===== src/rtl/mult_arbiter.sv =====
// Round-robin arbiter sharing one floating-point multiplier among NUM_REQ lanes,
// with a level start/done handshake and a watchdog that aborts a stuck multiply.
module mult_arbiter #(
  parameter int unsigned DATA_WIDTH = 32,
  parameter int unsigned NUM_REQ    = 4,
  parameter int unsigned TIMEOUT    = 64
) (
  input  logic                          clk,
  input  logic                          rst,
  input  logic [NUM_REQ-1:0]            req,
  input  logic [NUM_REQ*DATA_WIDTH-1:0] w_in,
  input  logic [NUM_REQ*DATA_WIDTH-1:0] x_in,
  output logic [NUM_REQ-1:0]            ack,
  output logic [DATA_WIDTH-1:0]         result,
  output logic                          err,
  output logic                          busy,
  output logic [$clog2(NUM_REQ)-1:0]    grant_id,
  output logic                          mul_start,
  output logic [DATA_WIDTH-1:0]         mul_w,
  output logic [DATA_WIDTH-1:0]         mul_x,
  input  logic                          mul_done,
  input  logic [DATA_WIDTH-1:0]         mul_result
);

  localparam int unsigned ID_W = $clog2(NUM_REQ);
  localparam int unsigned WD_W = $clog2(TIMEOUT + 1);

  typedef enum logic [2:0] {IDLE, ISSUE, WAIT, RELEASE, DRAIN} state_t;

  state_t             state, state_nxt;
  logic [ID_W-1:0]    rr_ptr;
  logic [ID_W-1:0]    pick_id_c;
  logic               pick_vld_c;
  int unsigned        scan_c;
  logic [WD_W-1:0]    watchdog;
  logic [WD_W-1:0]    wd_inc_c;
  logic               timeout_c;
  logic [NUM_REQ-1:0] ack_sel_c;

  // First requesting lane searching upward from rr_ptr, with wrap-around.
  always_comb begin
    pick_vld_c = 1'b0;
    pick_id_c  = '0;
    scan_c     = 0;
    for (int unsigned k = 0; k < NUM_REQ; k++) begin
      scan_c = 32'(rr_ptr) + k;
      if (scan_c >= NUM_REQ) scan_c = scan_c - NUM_REQ;
      if (!pick_vld_c && req[ID_W'(scan_c)]) begin
        pick_vld_c = 1'b1;
        pick_id_c  = ID_W'(scan_c);
      end
    end
  end

  assign wd_inc_c  = watchdog + WD_W'(1);
  assign timeout_c = (wd_inc_c == WD_W'(TIMEOUT - 1));
  assign ack_sel_c = NUM_REQ'(1) << grant_id;

  always_ff @(posedge clk or posedge rst) begin
    if (rst) state <= IDLE;
    else     state <= state_nxt;
  end

  always_comb begin
    state_nxt = state;
    case (state)
      IDLE:    if (pick_vld_c && !mul_done) state_nxt = ISSUE;
      ISSUE:   state_nxt = WAIT;
      WAIT:    if (mul_done || timeout_c) state_nxt = RELEASE;
      RELEASE: state_nxt = DRAIN;
      // The multiplier keeps done high briefly after start drops; never restart on it.
      DRAIN:   if (!mul_done) state_nxt = IDLE;
      default: state_nxt = IDLE;
    endcase
  end

  // Registered outputs, operand latch, watchdog and round-robin pointer.
  always_ff @(posedge clk or posedge rst) begin
    if (rst) begin
      rr_ptr    <= '0;
      ack       <= '0;
      err       <= 1'b0;
      result    <= '0;
      busy      <= 1'b0;
      grant_id  <= '0;
      mul_start <= 1'b0;
      mul_w     <= '0;
      mul_x     <= '0;
      watchdog  <= '0;
    end else begin
      ack       <= '0;
      err       <= 1'b0;
      busy      <= (state_nxt != IDLE);
      mul_start <= (state_nxt == ISSUE) || (state_nxt == WAIT);
      case (state)
        IDLE: begin
          if (state_nxt == ISSUE) begin
            grant_id <= pick_id_c;
            mul_w    <= w_in[pick_id_c*DATA_WIDTH +: DATA_WIDTH];
            mul_x    <= x_in[pick_id_c*DATA_WIDTH +: DATA_WIDTH];
          end
        end
        ISSUE: watchdog <= '0;
        WAIT: begin
          watchdog <= wd_inc_c;
          if (mul_done) begin
            result <= mul_result;
            ack    <= ack_sel_c;
          end else if (timeout_c) begin
            result <= '0;
            err    <= 1'b1;
            ack    <= ack_sel_c;
          end
        end
        RELEASE: rr_ptr <= (grant_id == ID_W'(NUM_REQ - 1)) ? '0 : grant_id + ID_W'(1);
        default: ;
      endcase
    end
  end

endmodule

===== config.mk =====
export PLATFORM = sky130hd
export DESIGN_NAME = mult_arbiter
export DESIGN_NICKNAME = d
export VERILOG_FILES = /design/src/rtl/mult_arbiter.sv
export SDC_FILE = /design/constraint.sdc
export NUM_CORES = 1
export LEC_CHECK = 0
export CORE_AREA = 2 2 155 157
export CTS_BUF_LIST = sky130_fd_sc_hd__clkbuf_8
export DETAILED_ROUTE_END_ITERATION = 8
export DIE_AREA = 0 0 157 159
export DONT_BUFFER_PORTS = 1
export GPL_ROUTABILITY_DRIVEN = 0
export PLACE_DENSITY = 0.52
export SYNTH_ARGS = -nofsm -noshare
export SYNTH_HDL_FRONTEND = slang
export SYNTH_SLANG_ARGS = --single-unit

===== constraint.sdc =====
create_clock -name clk -period 3.2 [get_ports clk]
set_clock_uncertainty 0.05 [all_clocks]
set_input_delay 0.32 -clock clk [delete_from_list [all_inputs] [get_ports clk]]
set_output_delay 0.32 -clock clk [all_outputs]
set_load 0.005 [all_outputs]

==> metrics.txt <==
area share of the largest cell type after synthesis 0.470; Starting DRT DRC Count roughly 260; worst setup path start watchdog[0]; Vias 4605; RSZ-0062 raised after global routing no; top cells by area, synth dfrtp_1 47%, mux2i_1 21%, o221ai_1 7.6%, a22o_1 4.6%, nand2_1 4.6%; Critical R2R Launch watchdog[0]; GR Util All Layers 0.143; largest net degree at the start of global routing roughly 120; clk sink count between 100 and 150; Min-Delay Path Class primary input to register; layout cells sized above 1 0.112; Hold Crit Depth 2; Vias per Instance approximately 5.2; pre-CTS setup slack about 840 ps; initial antenna violation count 1; Hold Vio Cnt, Final 0; WL final around 19000 um; CP Data Required Time 3470 ps; Tot Pwr 0.00641 W; Worst Path Arrival about 2600 ps; Pre-antenna DRT Iters 4; Mean Syn Cell Area approximately 12 um2; H-tree depth 4; CP Launch Type register; worst-case hold path end point mul_x[0]; PD cells 901 mW/mm2; # setup viols final 0; setup TNS 0 ps; synth-to-layout area growth 14.2%; Synth Instances roughly 530; first-pass GRT wire length roughly 27000 um; CTS Buf Count 17; commonest non-fill, non-tap cell in the layout mux2i_1; chip height between 150 and 200 um; # rows between 50 and 60; worst hold slack just under 60 ps; largest fanout on the critical path 33; drc violations 0; Crit Path Class register to register; Layout fillers approximately 2300; CTS Hold Bufs 34; leakage between 3 and 4 nW; max-slew violations 0; sequential-to-total area share from yosys stat 0.470; fin crit period between 2000 and 2500 ps; core area 0.0232 mm2; Sequential Area 0.00293 mm2; Nets approximately 850; Initial Util 0.268; worst skew pair latency 440 ps; worst-margin pin slew 798 ps; Syn Nets approximately 830; Port Buf Inserts 0; final core occ 0.307; count of cell types in the netlist 37; status finished, final reports clean; post-route ant nets 0; Die X-Extent around 160 um; largest area contributor in the netlist dfrtp_1; Cell Area, Synth just over 0.006 mm2; Max VDD drop ~0.00057 V; total area of multi-input combinational cells 0.00294 mm2; # Max-Cap Violations 0; crit path capture type register; r2r worst-path depth 6; post-cts sizing count 0; worst rel slew slack 0.468; Worst Slack Setup Final approximately 900 ps; I/O Pins 400; die area between 0.02 and 0.025 mm2; TritonCTS clock tree yes; top achievable clock speed 0.434 GHz; commonest non-fill, non-tap cells in the layout 129 x mux2i_1, 117 x dfrtp_1, 76 x nand2_1; GR Overflow Total 0; Reg clk slew, reported paths about 90 ps; worst-case clock buffer depth 2; flop-to-flop setup slack just under 900 ps; dpl hpwl roughly 13000 um; Root Driver clkbuf_8; Tcrit/Tclk final 0.721; Setup Buffers After CTS 0; synth warn 0; vias in the first global route ~4800; FF-to-FF End result[11]; synthesized flop and latch total about 120; hold path start x_in[0]; Routed WL per cell ~21 um
==> report_power, final <==
part	total (W)	internal (W)	switching (W)
logic	0.00233	0.00107	0.00126
clock network	0.00132	0.000570	0.000753
registers	0.00275	0.00214	0.000618
total	0.00641	0.00377	0.00264
==> critical path, stage by stage (launching register included) <==
cell and delay, ps:
dfrtp_1 440, ha_1 300, xnor2_1 150, nor3_1 260
a31o_2 270, nand2_2 370, a22o_1 340
==> flip-flops by register name (all words and copies together), names as in the netlist <==
signal and cells:
mul_start 1, mul_w 32, mul_x 32, err 1, result 32, rr_ptr 2
state 3, ack 4, grant_id 2, watchdog 7, busy 1
==> worst max-delay path by stage <==
stage                 end  slack [ps]  cells after the start
2_1_floorplan   result[0]        1350                      7
3_3_place_gp     mul_x[3]         910                      6
3_5_place_dp     mul_x[3]         840                      6
4_1_cts          mul_x[3]         830                      6
5_1_grt         mul_w[15]         700                      6
6_report       result[11]         890                      6
==> cells by family (layout without fill, tap and decap cells) <==
kind of cell	after synthesis	after routing	synth area share
simple gates	103	103	0.0717
buf+inv	53	82	0.0579
flops	117	117	0.470
xor+xnor	5	5	0.00704
compound gates	117	117	0.170
mux	131	131	0.211
fa+ha+maj	6	6	0.0121
other cells	0	1	0
==> stage by stage <==
| stage | instances | cell area [um2] |
|---|---|---|
| floorplan | 532 | 6230 |
| global placement | 814 | 6400 |
| detailed placement | 814 | 6400 |
| CTS | 880 | 7110 |
| global route | 881 | 7110 |
| finish | 881 | 7110 |
==> layout make-up <==
type	count	share of cell area
Antenna cell	1	0.000352
Clock buffer	17	0.0329
Clock inverter	15	0.0188
Multi-Input combinational cell	362	0.414
Tap cell	319	0.0561
Inverter	8	0.00475
Sequential cell	117	0.412
Timing Repair Buffer	42	0.0616
==> Yosys cell counts, drive strengths merged <==
cell / instances
xor2: 3
inv: 8
xnor2: 2
o221ai: 64
o41ai: 1
a21oi: 3
nand3b: 1
a311oi: 1
clkbuf: 7
o31ai: 1
a22o: 33
or2: 1
or3b: 1
o21ai: 9
ha: 6
mux2i: 129
mux2: 2
a31oi: 1
and3: 5
nor2: 4
nor3: 3
nand4: 1
nand2: 77
a22oi: 2
a31o: 1
nor3b: 1
buf: 38
o2bb2a: 1
nand3: 5
nand2b: 4
dfrtp: 117
==> layer usage <==
metal / GRT usage / share of wire / vias up / wire length, um
met5: 0 / 0 / - / 0
met4: 0.0442 / 0.015 / 0 / 278
met3: 0.0430 / 0.079 / 20 / 1470
met2: 0.259 / 0.53 / 279 / 9880
met1: 0.158 / 0.38 / 2258 / 7050
li1: - / - / 2048 / -
No activity file was read; power rests on OpenSTA's default activity.
